<file path="config.mk">
export PLATFORM = sky130hd
export DESIGN_NAME = pipe_hazard_ctrl
export DESIGN_NICKNAME = d
export VERILOG_FILES = /design/src/rtl/pipe_ctrl_pkg.sv /design/src/rtl/pipe_hazard_ctrl_hazard_detect.sv /design/src/rtl/pipe_hazard_ctrl.sv
export SDC_FILE = /design/constraint.sdc
export NUM_CORES = 1
export LEC_CHECK = 0
export ABC_AREA = 1
export CORE_ASPECT_RATIO = 2
export CORE_UTILIZATION = 51
export CTS_CLUSTER_DIAMETER = 60
export DETAILED_ROUTE_END_ITERATION = 10
export GPL_ROUTABILITY_DRIVEN = 0
export PLACE_DENSITY = 0.95
export SYNTH_ARGS = -nofsm -noshare
export SYNTH_HDL_FRONTEND = slang
export SYNTH_SLANG_ARGS = --single-unit
</file>
<file path="constraint.sdc">
create_clock -name clk -period 3.25 [get_ports clk]
set_input_delay 0.65 -clock clk [delete_from_list [all_inputs] [get_ports clk]]
set_output_delay 0.65 -clock clk [all_outputs]
set_load 0.01 [all_outputs]
</file>
<file path="src/rtl/pipe_ctrl_pkg.sv">
// Shared types and constants for the pipeline sequencer and its hazard comparators.
package pipe_ctrl_pkg;
    typedef enum logic [1:0] {
        S_HOLD  = 2'd0,
        S_RUN   = 2'd1,
        S_MWAIT = 2'd2
    } pipe_state_t;

    localparam logic [4:0] REG_ZERO = 5'd0;
endpackage

</file>
<file path="src/rtl/pipe_hazard_ctrl_hazard_detect.sv">
// Load-use comparator: flags an ID instruction that reads the register a load in EX is about to write.
module hazard_detect
    import pipe_ctrl_pkg::*;
#(
    parameter int REG_ADDR_W = 5
) (
    input  logic [REG_ADDR_W-1:0] id_rs_i,
    input  logic [REG_ADDR_W-1:0] id_rt_i,
    input  logic                  id_uses_rt_i,
    input  logic                  ex_mem2reg_i,
    input  logic                  ex_reg_wr_i,
    input  logic [REG_ADDR_W-1:0] ex_dst_i,
    output logic                  load_use_o
);
    logic rs_hit;
    logic rt_hit;
    logic ex_load_wr;

    // Writes to register zero are discarded, so they never create a dependence.
    assign ex_load_wr = ex_mem2reg_i && ex_reg_wr_i && (ex_dst_i != REG_ADDR_W'(REG_ZERO));
    assign rs_hit     = (ex_dst_i == id_rs_i);
    assign rt_hit     = id_uses_rt_i && (ex_dst_i == id_rt_i);
    assign load_use_o = ex_load_wr && (rs_hit || rt_hit);
endmodule

</file>
<file path="src/rtl/pipe_hazard_ctrl.sv">
// Pipeline sequencer: drives the pipeline register enables, flushes and bubbles for
// load-use stalls, EX-resolved redirects and data-memory wait states; keeps debug counters.
module pipe_hazard_ctrl
    import pipe_ctrl_pkg::*;
#(
    parameter int REG_ADDR_W = 5,
    parameter int MEM_WAIT   = 1,
    parameter int CNT_W      = 16
) (
    input  logic                  clk,
    input  logic                  rst,
    input  logic [REG_ADDR_W-1:0] id_rs_i,
    input  logic [REG_ADDR_W-1:0] id_rt_i,
    input  logic                  id_uses_rt_i,
    input  logic                  ex_mem2reg_i,
    input  logic                  ex_reg_wr_i,
    input  logic [REG_ADDR_W-1:0] ex_dst_i,
    input  logic                  ex_redirect_i,
    input  logic                  mem_req_i,
    output logic                  pc_wr_en_o,
    output logic                  ifid_wr_en_o,
    output logic                  ifid_flush_o,
    output logic                  idex_wr_en_o,
    output logic                  idex_bubble_o,
    output logic                  exmem_wr_en_o,
    output logic                  memwb_bubble_o,
    output logic [CNT_W-1:0]      stall_cnt_o,
    output logic [CNT_W-1:0]      flush_cnt_o,
    output pipe_state_t           state_o
);
    localparam int              WCNT_W    = (MEM_WAIT > 1) ? $clog2(MEM_WAIT) : 1;
    localparam bit              HAS_WAIT  = (MEM_WAIT > 0);
    localparam logic [WCNT_W-1:0] WAIT_LOAD = WCNT_W'((MEM_WAIT > 0) ? MEM_WAIT - 1 : 0);
    localparam logic [CNT_W-1:0]  CNT_MAX   = '1;

    pipe_state_t       state_q, state_d;
    logic [WCNT_W-1:0] wcnt_q, wcnt_d;
    logic [CNT_W-1:0]  stall_q, stall_d;
    logic [CNT_W-1:0]  flush_q, flush_d;

    logic load_use;
    logic freeze;
    logic do_redirect;
    logic do_stall;

    hazard_detect #(.REG_ADDR_W(REG_ADDR_W)) u_hazard_detect (
        .id_rs_i      (id_rs_i),
        .id_rt_i      (id_rt_i),
        .id_uses_rt_i (id_uses_rt_i),
        .ex_mem2reg_i (ex_mem2reg_i),
        .ex_reg_wr_i  (ex_reg_wr_i),
        .ex_dst_i     (ex_dst_i),
        .load_use_o   (load_use)
    );

    // The release cycle of S_MWAIT is not a freeze, so held redirects/load-uses act there.
    assign freeze = ((state_q == S_RUN) && mem_req_i && HAS_WAIT) ||
                    ((state_q == S_MWAIT) && (wcnt_q != '0));
    assign do_redirect = (state_q != S_HOLD) && !freeze && ex_redirect_i;
    assign do_stall    = (state_q != S_HOLD) && !freeze && !ex_redirect_i && load_use;

    always_comb begin
        pc_wr_en_o     = 1'b1;
        ifid_wr_en_o   = 1'b1;
        ifid_flush_o   = 1'b0;
        idex_wr_en_o   = 1'b1;
        idex_bubble_o  = 1'b0;
        exmem_wr_en_o  = 1'b1;
        memwb_bubble_o = 1'b0;
        if (state_q == S_HOLD) begin
            pc_wr_en_o     = 1'b0;
            ifid_wr_en_o   = 1'b0;
            exmem_wr_en_o  = 1'b0;
            ifid_flush_o   = 1'b1;
            idex_bubble_o  = 1'b1;
            memwb_bubble_o = 1'b1;
        end else if (freeze) begin
            pc_wr_en_o     = 1'b0;
            ifid_wr_en_o   = 1'b0;
            idex_wr_en_o   = 1'b0;
            exmem_wr_en_o  = 1'b0;
            memwb_bubble_o = 1'b1;
        end else if (do_redirect) begin
            ifid_flush_o   = 1'b1;
            idex_bubble_o  = 1'b1;
        end else if (do_stall) begin
            pc_wr_en_o     = 1'b0;
            ifid_wr_en_o   = 1'b0;
            idex_bubble_o  = 1'b1;
        end
    end

    always_comb begin
        state_d = state_q;
        wcnt_d  = wcnt_q;
        case (state_q)
            S_HOLD: state_d = S_RUN;
            S_RUN: begin
                if (mem_req_i && HAS_WAIT) begin
                    state_d = S_MWAIT;
                    wcnt_d  = WAIT_LOAD;
                end
            end
            S_MWAIT: begin
                if (wcnt_q != '0) begin
                    wcnt_d = wcnt_q - WCNT_W'(1);
                end else begin
                    state_d = S_RUN;
                end
            end
            default: state_d = S_HOLD;
        endcase

        stall_d = stall_q;
        flush_d = flush_q;
        if ((freeze || do_stall) && (stall_q != CNT_MAX)) begin
            stall_d = stall_q + CNT_W'(1);
        end
        if (do_redirect && (flush_q != CNT_MAX)) begin
            flush_d = flush_q + CNT_W'(1);
        end
    end

    always_ff @(posedge clk or posedge rst) begin
        if (rst) begin
            state_q <= S_HOLD;
            wcnt_q  <= '0;
            stall_q <= '0;
            flush_q <= '0;
        end else begin
            state_q <= state_d;
            wcnt_q  <= wcnt_d;
            stall_q <= stall_d;
            flush_q <= flush_d;
        end
    end

    assign stall_cnt_o = stall_q;
    assign flush_cnt_o = flush_q;
    assign state_o     = state_q;
endmodule
</file>
Word level (Yosys, flattened, before mapping)
Index checks and enable logic that the tools add are counted.
{"block": "word_totals", "ff_bits": 35, "output_inout_bits": 41, "wordCells": 60}
{"block": "op_classes", "addsub": 3, "n_eq_ne": 8, "mux": 22, "n_reduce_logical": 23}
{"op": "adder 16 x 1 -> 16 bit (second input constant)", "n": 2}
{"op": "inequality test 16 bit (second input constant)", "n": 2}
{"op": "two-way mux 1 bit", "n": 18}
{"op": "logical AND 1 bit", "n": 12}
{"op": "equality test 5 bit", "n": 2}
{"op": "one-hot mux 2 bit (3 select lines)", "n": 1}
{"op": "nonzero test 5 bit", "n": 1}
{"op": "two-way mux 2 bit", "n": 2}
{"op": "inequality test 2 bit (second input constant)", "n": 2}
{"op": "AND reduction 2 bit", "n": 2}
{"op": "nonzero test 2 bit", "n": 2}
{"op": "logical OR 1 bit", "n": 3}
{"op": "equality test 2 x 1 -> 1 bit (second input constant)", "n": 1}
{"op": "equality test 2 bit (second input constant)", "n": 1}
{"op": "logical NOT 1 bit", "n": 2}
{"op": "logical NOT 2 bit", "n": 1}
{"op": "one-hot mux 1 bit (2 select lines)", "n": 1}
{"op": "subtractor 1 bit (second input constant)", "n": 1}

Depth between registers and ports, before layout
{"block": "logic_depth", "ltp_word": 11, "depth_mapped": 12, "ltp_nobuf": 11}

Modules after synthesis
From an unflattened synthesis, not the netlist that was laid out.
{"block": "unflattened", "hier_cells": 359, "area_unflattened_um2": 2347.3}
{"mod": "pipe_hazard_ctrl", "n_inst": 1, "cells_per_inst": 307, "area_each_um2": 2137.0, "seq_area_each_um2": 850.8}
{"mod": "hazard_detect", "n_inst": 1, "cells_per_inst": 52, "area_each_um2": 210.2, "seq_area_each_um2": 0.0}

Worst setup path before layout
No wires, ideal clock.
{"block": "synth_path", "kind": "input -> output", "startpoint": "input mem_req_i", "endpoint": "output pc_wr_en_o", "arrival_time_ps": 1771, "path_slack_ps": 829, "stages": 8, "path_cell_list": "o21bai_2 -> nand4_1 -> nor2_1 -> nand2_1 -> nand2_1 -> clkbuf_1 -> nor2_1 -> buf_4"}
{"block": "synth_via", "elab_chain_cells": 10, "word_cells_on_any_way": 11, "classes_between": "mux (4); reduce/logical (7)"}
{"element": "start: declaration", "line_no": "pipe_hazard_ctrl.sv:19", "rtl": "input logic mem_req_i,"}
{"element": "logical AND 1 bit (*)", "line_no": "pipe_hazard_ctrl.sv:57", "rtl": "assign freeze = ((state_q == S_RUN) && mem_req_i && HAS_WAIT) ||"}
{"element": "logical OR 1 bit (*)", "line_no": "pipe_hazard_ctrl.sv:57"}
{"element": "logical NOT 1 bit", "line_no": "pipe_hazard_ctrl.sv:59, pipe_hazard_ctrl.sv:60"}
{"element": "logical AND 1 bit", "line_no": "pipe_hazard_ctrl.sv:59, pipe_hazard_ctrl.sv:60"}
{"element": "logical AND 1 bit (2 in series)", "line_no": "pipe_hazard_ctrl.sv:60", "rtl": "assign do_stall = (state_q != S_HOLD) && !freeze && !ex_redirect_i && load_use;"}
{"element": "two-way mux 1 bit (2 in series)"}
{"element": "two-way mux 1 bit (*) (2 in series)"}
{"element": "end: declaration", "line_no": "pipe_hazard_ctrl.sv:20", "rtl": "output logic pc_wr_en_o,"}
Mark *: on every way between the ends. The rest lies on a longest branch, timed or not.

Final worst setup path
{"block": "layout_path", "startpoint": "input ex_dst_i[3]", "endpoint": "output ifid_wr_en_o"}
{"block": "layout_via", "elab_chain_cells": 9, "word_cells_on_any_way": 12, "classes_between": "eq/ne (2); mux (4); reduce/logical (6)"}
{"element": "start: declaration", "line_no": "pipe_hazard_ctrl.sv:17", "rtl": "input logic [REG_ADDR_W-1:0] ex_dst_i,"}
{"element": "equality test 5 bit", "line_no": "pipe_hazard_ctrl_hazard_detect.sv:22", "rtl": "assign rt_hit = id_uses_rt_i && (ex_dst_i == id_rt_i);"}
{"element": "logical AND 1 bit", "line_no": "pipe_hazard_ctrl_hazard_detect.sv:22"}
{"element": "logical OR 1 bit", "line_no": "pipe_hazard_ctrl_hazard_detect.sv:23", "rtl": "assign load_use_o = ex_load_wr && (rs_hit || rt_hit);"}
{"element": "logical AND 1 bit (*)", "line_no": "pipe_hazard_ctrl_hazard_detect.sv:23"}
{"element": "logical AND 1 bit (*)", "line_no": "pipe_hazard_ctrl.sv:60"}
{"element": "two-way mux 1 bit (*)", "line_no": "pipe_hazard_ctrl.sv:86", "rtl": "end else if (do_stall) begin"}
{"element": "two-way mux 1 bit (*)", "line_no": "pipe_hazard_ctrl.sv:83", "rtl": "end else if (do_redirect) begin"}
{"element": "two-way mux 1 bit (*)", "line_no": "pipe_hazard_ctrl.sv:77", "rtl": "end else if (freeze) begin"}
{"element": "two-way mux 1 bit (*)", "line_no": "pipe_hazard_ctrl.sv:70", "rtl": "if (state_q == S_HOLD) begin"}
{"element": "end: declaration", "line_no": "pipe_hazard_ctrl.sv:21", "rtl": "output logic ifid_wr_en_o,"}
Marks and branches as above.

==> results.md <==
* Run status: finished clean
* Cell taking the most area after synthesis: dfrtp_1
* Power Density at 491 nW/um^2
* CP Data Arrival Time at 2.32 ns
* H-tree Lvls at 2
* Worst-path clk slew at 0.07 ns
* Via density per instance at 5.11
* Count leader, synth: nand2_1
* Post-synthesis async set-or-reset flop share at 100%
* Required time of the critical path at 2.60 ns
* Most used DFF post-synth: dfrtp_1
* Later-pin clock latency in the skew report at 0.29 ns
* Top cells by area, synth: dfrtp_1 (39%), nand2_1 (20%), nand3_1 (7.8%)
* Internal at 977 uW
* Routed via count at 2230
* Total global-route track usage at 24.8%
* DR pass1 iterations at 4
* Type of the tightest min-delay check: flip-flop to flip-flop
* Critical Setup Path Class: input pin to primary output
* Crit-path max cell delay at 0.55 ns
* DR DRC count at 0
* Setup crit start kind: input pin
* Mapped Cells at 318
* Largest net degree at the start of global routing at 35
* R2R depth at 9
* DIE AREA at 4570 um^2
* Starting Density at 53.5%
* Antenna Diode Count at 0
* Routed Antenna Nets at 0
* Initial antenna violation count at 0
* Core box area at 4090 um^2
* Number of global-route vias before repair at 2033
* Hold Path Depth at 1
* Logic pwr share at 32.1%
* Filler cells at 302
* Maximum root-to-sink buffer count at 2
* Synth warnings at 0
* Setup TNS at 0 ns
* Final Hold Fails at 0
* Hold buffer count at cts at 0
* Estimated wirelength of the detail-placed design at 3.95 mm
* Total CTS buffers at 5
* Tcrit/Tclk final at 91.5%
* Drt wl/cell at 12.1 um
* Layout Nets at 407
* CTS root buf: clkbuf_8
* Setup ws final at 0.278 ns
* Share of the synthesized area in the top cell type at 38.9%
* Count of pins over their slew limit at 0
* Post-synthesis sequential area ratio at 38.9%
* Mapped Avg Cell Area at 6.87 um^2
* Layout area overhead at 35.4%
* Vert. Die Dim at 94.6 um
* Pre-CTS WS at 0.286 ns
* CP cell instances: clkdlybuf4s50_1 > inv_1 > nand3_1 > nor3_1 > nor2_1 > nand2_1 > nand2_1 > nor2_1 > clkdlybuf4s50_1
* CTS resizes at 0
* Worst path depth at 9
* Synth cell types at 25
* Setup Viol. Count Final at 0
* Clock sink total at 34
* Delay-heaviest family, CP: buffers and inverters
* Endpoint type of the worst setup path: primary output
* Placed cells at 428
* VDD IR-drop max at 0.000417 V
* Unrepaired setup endpoints after global routing: false
* Seq cells post-synth at 34
* CP max stage cell: clkdlybuf4s50_1
* Achievable frequency at 336 MHz
* Worst slew pin tran at 0.420 ns
* I/O Buffers at 62
* First DRT Iteration DRCs at 46
* Area after DPL at 2850 um^2
* Wire length of the first global-routing pass at 8.25 mm
* Max transition margin at 71.8%
* Seq pwr share at 41.6%
* Buffers plus inverters on the worst setup path at 3
* Post-synth EDFFs at 0
* Share of cells above drive strength 1 at 4.69%
* Min cycle time layout at 2.97 ns
* Rows at 33
* Pwr Total at 1.45 mW
* Overflow after GRT at 0
* Die width at 48.3 um
* Clock Skew at 0.00754 ns
* Leakage at 1.43 nW
* Critical Path Fanout Max at 3
* Max-cap violations at 0
* Final wirelength at 5.26 mm
* Final std cells w/o fill at 436
* CTS tree: built
* Switching share of total power at 32.8%
* Io pins at 63
* Finished layout cell area at 2960 um^2
* Post-CTS setup buffer count at 0
* Psw at 476 uW
* Commonest cells post-synth: nand2_1 (114), inv_1 (42), dfrtp_1 (34), nand3_1 (34), nor2_1 (31)
* Clock power share at 26.4%
* Netlist Area Pre-Place at 2190 um^2
* Syn Nets at 342
* FF+latch area at 851 um^2
* Area taken by multi-input logic gates at 1130 um^2
==> power groups by stage <==
stage	registers (mW)	logic, mW	clock network [mW]
2_1_floorplan	0.624	0.204	0
3_3_place_gp	0.605	0.456	0
3_5_place_dp	0.610	0.468	0
4_1_cts	0.604	0.469	0.389
5_1_grt	0.616	0.516	0.408
6_report	0.605	0.466	0.383
==> state kept, by name, indices dropped and copies added (netlist names) <==
| name | cells |
|---|---|
| flush_cnt_o | 16 |
| state_o | 2 |
| stall_cnt_o | 16 |
==> cells in the final DEF, fill, tap and decap left out <==
master           count
xnor2_1             12
nor2_2               1
ha_1                 2
clkdlybuf4s50_1     62
and3_1               1
o21bai_2             1
nand3_2              2
nor2_4               1
buf_4                3
nand4_1              6
nor3_2               1
nand2_2              1
nand3_1             34
inv_1               42
o21ai_0              5
nand2_1            114
o21ai_1              1
nand3b_1             1
nor2_1              31
clkinv_2             2
and2_1               1
bufinv_16            1
dfrtp_1             34
xor2_1              10
nor3_1              10
clkbuf_8             5
==> path summary, 6_finish.rpt <==
check                               start               to  slack, ns
max in group asynchronous             rst       state_o[0]       2.18
max reg2reg                stall_cnt_o[0]  stall_cnt_o[15]       1.17
min                            state_o[0]       state_o[0]       0.51
min in group asynchronous             rst   flush_cnt_o[2]       0.76
max                           ex_dst_i[3]     ifid_wr_en_o       0.28
min reg2reg                    state_o[0]       state_o[0]       0.51
==> metrics by stage <==
step                utilization, %  hold WS [ns]
floorplan                        -         0.528
global placement              69.8         0.500
detailed placement            69.8         0.502
CTS                           72.4         0.515
global route                  72.4         0.545
finish                        72.4         0.511
==> kinds of logic (layout without fill, tap and decap cells) <==
kind of cell | after synthesis | after routing | synth area share [%]
fa+ha+maj | 2 | 2 | 1.14
flops | 34 | 34 | 38.9
compound gates | 7 | 7 | 1.89
buf+inv | 49 | 115 | 9.16
xor+xnor | 22 | 22 | 8.81
simple gates | 204 | 204 | 40.1
==> metal layers <==
layer / track usage [%] / part of all wire (%) / vias up
li1: - / - / 1120
met1: 25.1 / 37 / 1035
met2: 44.7 / 57 / 65
met3: 4.21 / 3.9 / 10
met4: 12.0 / 1.7 / 0
met5: 0 / 0 / -
==> area by class of cell <==
type,count,share of cell area (%)
Tap cell,52,2.20
Clock buffer,5,2.32
Clock inverter,3,1.35
Sequential cell,34,28.7
Multi-Input combinational cell,235,38.3
Timing Repair Buffer,65,21.7
Inverter,42,5.33
==> worst register-to-register path, cell delays in order, from the launching register on <==
cell and delay (ns):
dfrtp_1 0.45, ha_1 0.23, nand3_2 0.13, nor2_4 0.19, nand3_1 0.15, nor2_2 0.12, nand3_2 0.25, nand2_2 0.32
nand2_1 0.10, nand2_1 0.07
(Power assumes the default switching activity.)
